$ cat config.mk
export PLATFORM = sky130hd
export DESIGN_NAME = ab_diff_tracker
export DESIGN_NICKNAME = d
export VERILOG_FILES = /design/src/rtl/ab_diff_tracker.sv
export SDC_FILE = /design/constraint.sdc
export NUM_CORES = 1
export LEC_CHECK = 0
export CAP_MARGIN = 20
export CELL_PAD_IN_SITES_DETAIL_PLACEMENT = 1
export CELL_PAD_IN_SITES_GLOBAL_PLACEMENT = 1
export CORE_UTILIZATION = 28
export CTS_CLUSTER_SIZE = 20
export DETAILED_ROUTE_END_ITERATION = 6
export PLACE_DENSITY_LB_ADDON = 0.1
export SLEW_MARGIN = 20
export SYNTH_ARGS = -nofsm -noshare
export SYNTH_HDL_FRONTEND = slang
export SYNTH_SLANG_ARGS = --single-unit
$ cat constraint.sdc
create_clock -name CLK -period 1.5 [get_ports CLK]
set_clock_uncertainty 0.2 [all_clocks]
set_input_delay 0.3 -clock CLK [delete_from_list [all_inputs] [get_ports CLK]]
set_output_delay 0.3 -clock CLK [all_outputs]
set_load 0.01 [all_outputs]
$ cat src/rtl/ab_diff_tracker.sv
// Saturating signed (#A - #B) event difference with equality/lead flags and a sticky saturation flag.
// EDGE_MODE selects level sampling (0) or rising-edge sampling (1) of the event inputs.
module ab_diff_tracker #(
   parameter  int MAX_DIFF  = 7,
   parameter  int EDGE_MODE = 0,
   localparam int DW        = $clog2(MAX_DIFF + 1) + 1
) (
   input  logic                 CLK,
   input  logic                 rst,
   input  logic                 clr,
   input  logic                 inA,
   input  logic                 inB,
   output logic signed [DW-1:0] diff,
   output logic                 AeqB,
   output logic                 AmB,
   output logic                 BmA,
   output logic                 sat
);

   localparam logic signed [DW-1:0] DIFF_MAX = DW'(MAX_DIFF);
   localparam logic signed [DW-1:0] DIFF_MIN = -DIFF_MAX;
   localparam logic signed [DW-1:0] ONE      = DW'(1);
   localparam logic signed [DW-1:0] ZERO     = '0;

   logic                 ev_a;
   logic                 ev_b;
   logic                 step_up;
   logic                 step_dn;
   logic signed [DW-1:0] diff_q;
   logic signed [DW-1:0] diff_d;
   logic                 sat_q;
   logic                 sat_d;

   if (EDGE_MODE != 0) begin : g_edge
      logic ina_q;
      logic inb_q;

      // Previous-input registers keep tracking through clr, so an input held
      // across a clear does not produce a fresh edge afterwards.
      always_ff @(posedge CLK or posedge rst) begin
         if (rst) begin
            ina_q <= 1'b0;
            inb_q <= 1'b0;
         end else begin
            ina_q <= inA;
            inb_q <= inB;
         end
      end

      assign ev_a = inA & ~ina_q;
      assign ev_b = inB & ~inb_q;
   end else begin : g_level
      assign ev_a = inA;
      assign ev_b = inB;
   end

   assign step_up = ev_a & ~ev_b;
   assign step_dn = ev_b & ~ev_a;

   always_comb begin
      // NOTE: defaults first so every path assigns diff_d/sat_d and no latch is inferred.
      diff_d = diff_q;
      sat_d  = sat_q;
      if (clr) begin
         diff_d = ZERO;
         sat_d  = 1'b0;
      end else if (step_up) begin
         if (diff_q == DIFF_MAX) sat_d  = 1'b1;
         else                    diff_d = diff_q + ONE;
      end else if (step_dn) begin
         if (diff_q == DIFF_MIN) sat_d  = 1'b1;
         else                    diff_d = diff_q - ONE;
      end
   end

   // NOTE: sequential state uses non-blocking assignments so all registers update together.
   always_ff @(posedge CLK or posedge rst) begin
      if (rst) begin
         diff_q <= ZERO;
         sat_q  <= 1'b0;
      end else begin
         diff_q <= diff_d;
         sat_q  <= sat_d;
      end
   end

   // Flags decode the registered difference, so exactly one is ever high.
   assign diff = diff_q;
   assign sat  = sat_q;
   assign AeqB = (diff_q == ZERO);
   assign BmA  = diff_q[DW-1];
   assign AmB  = ~AeqB & ~BmA;

endmodule
==> metrics.cfg <==
[run_status]
status = finished with violations
failed_checks = setup timing

[floorplan]
io_pins = 13
floorplan.initialDensity = 0.301
die-area_mm2 = 0.00153
die_w_um = 39.2
row_count = 13
coreArea_mm2 = 0.00128
die-height_um = 39.2

[sta]
hold_violations = 0
setup_violations = 12
fin_crit_sh = 1.15
tightest_slew_ps = 250
tns_ps = -1290
maxSlewHeadroom = 0.833
fin_crit_ps = 1730
setup_ws_ps = -230
rsz0062_at_grt = true
slew_viol_final = 0
timing.fmax_mhz = 578

[final_layout]
n_antenna_cell = 0
final_util = 0.620
fin_nets = 84
synthToLayoutAreaGrowth_pct = 106
regArea_um2 = 126
multiInputGateArea_um2 = 289
nFillCells = 151
post-route-cell-area_um2 = 797
drive_above_1_share = 0.671

[hold_path]
hold_class = in2async

[drt]
vias_per_cell = 4.86
wl_per_cell_um = 17.2
drt-initial-drc-count = 0
via_count = 442
postRouteAntennaNets = 0
finalWirelength_um = 1570
dr.pass1.iters = 1
drc = 0

[clock_tree]
clock_sinks = 5
cts_tree = yes
cts-buffers-inserted = 3
cts.htree.levels = 1
clk-insertion-delay-late_ps = 240
path_clk_slew_ps = 50
root_buffer = clkbuf_4
clockBufferDepth = 2

[synthesis]
avgSynthCellArea_um2 = 10.2
ys_types = 21
synth_cells = 38
syn_area_um2 = 387
synthesis.nets = 45
yosysWarnings = 0
yosys_register_bits = 5
ys_seq_area_frac = 0.324

[run]
maxCapViolCount = 0

[setup_path]
cp-start-kind = register
arrival_ps = 1660
cp_slowest_cell = dfrtp_2
crit_buf_inv = 1
crit_required_ps = 1430
cpPeakStageDelay_ps = 420
critical_path.most_common_cell = nor2_1
crit_type = reg2reg
crit_path_cell_trace = buf_12, ha_4, a31oi_2, nor2_1, o21ai_2, xor2_1, nor2_1
crit_path_max_fanout = 5
crit_family = flip-flops
cp-end-kind = register

[place]
place_ws_ps = -660
dpl.hpwl_um = 830
placed_area_um2 = 623
port_buffers = 12
globalplace.congestion = 0.738

[global_route]
grt_max_degree = 9
grt_pass1_vias = 384
antenna_found_initial = 0
grt_pass1_wl_um = 1650
grt_overflow_total = 0
track_usage = 0.164

[pwr]
p_leak_nw = 0.382
peakVddDrop_mv = 0.615
powerDensity_mw_per_mm2 = 1070
power_w = 0.000855

[placed cells by master, fill, tap and decap left out, drive strengths merged, types with 2 or more instances in the layout]
| cell type | synthesis | final |
|---|---|---|
| buf | 2 | 30 |
| nor2 | 6 | 6 |
| clkbuf | 0 | 6 |
| dfrtp | 5 | 5 |
| a21oi | 3 | 3 |
| xnor2 | 3 | 3 |
| nor3 | 2 | 2 |
| mux2i | 2 | 2 |
| clkdlybuf4s50 | 0 | 2 |
| dlygate4sd2 | 0 | 2 |
| inv | 2 | 2 |
| ha | 2 | 2 |
[timing repair]
action,in CTS,in global routing
pin swaps,6,10
buffers inserted,2,10
hold buffers,0,0
setup endpoints to repair,13,11
resized for setup,34,20
[state kept, by name, summed over array words and instances, names as in the netlist]
register / cells
diff: 4
sat: 1
[through the flow]
step / cells / hold slack (ps)
2_1_floorplan: 38 / -122
3_3_place_gp: 75 / 301
3_5_place_dp: 75 / 311
4_1_cts: 81 / 52.4
5_1_grt: 91 / 72.9
6_report: 91 / 68.7
[logic make-up after synthesis]
family | synth area share
compound gates | 0.149
xor+xnor | 0.0906
fa+ha+maj | 0.0647
buf+inv | 0.0680
flops | 0.324
mux | 0.0518
simple gates | 0.252
[worst paths after layout]
kind / from / end / slack [ps] / depth (start not counted)
max: diff[2] / diff[3] / -230 / 7
min: rst / diff[3] / 70 / 2
max reg2reg: diff[2] / diff[3] / -230 / 7
min reg2reg: sat / sat / 390 / 2
max in group asynchronous: rst / diff[2] / 840 / 2
min in group CLK: inA / sat / 300 / 4
[cell usage after synthesis]
cell type	count	area, um^2
or2b_4	1	11.3
xor2_1	1	8.76
nand3b_1	1	7.51
nor4_1	1	6.26
a31oi_1	1	6.26
nor2b_4	1	13.8
o21a_1	1	7.51
nor3_1	2	10.0
buf_6	1	11.3
o21ai_2	1	8.76
and4bb_1	1	12.5
o22ai_4	1	20.0
inv_1	2	7.51
a21oi_1	3	15.0
dfrtp_1	5	125
nor2_1	6	22.5
xnor2_1	3	26.3
buf_4	1	7.51
ha_1	2	25.0
and4b_4	1	13.8
mux2i_1	2	20.0
[where the power goes]
| group | switching, W | total (W) | leakage, nW | internal, W |
|---|---|---|---|---|
| Sequential | 0.0000234 | 0.000180 | 0.0653 | 0.000156 |
| Clock | 0.0000521 | 0.000152 | 0.0150 | 0.000100 |
| Combinational | 0.000221 | 0.000523 | 0.302 | 0.000302 |
| Total | 0.000296 | 0.000855 | 0.382 | 0.000559 |
[final cells by class]
| type | count | area share |
|---|---|---|
| Tap cell | 15 | 0.0235 |
| Clock buffer | 4 | 0.0330 |
| Timing Repair Buffer | 36 | 0.413 |
| Sequential cell | 5 | 0.159 |
| Inverter | 2 | 0.00942 |
| Multi-Input combinational cell | 29 | 0.363 |
[metal layers]
layer	track usage	routed length (um)	vias to the layer above
li1	-	-	210
met1	0.196	630	218
met2	0.300	871	10
met3	0	25	4
met4	0.0776	38	0
met5	0	0	-
(Power assumes the default switching activity.)
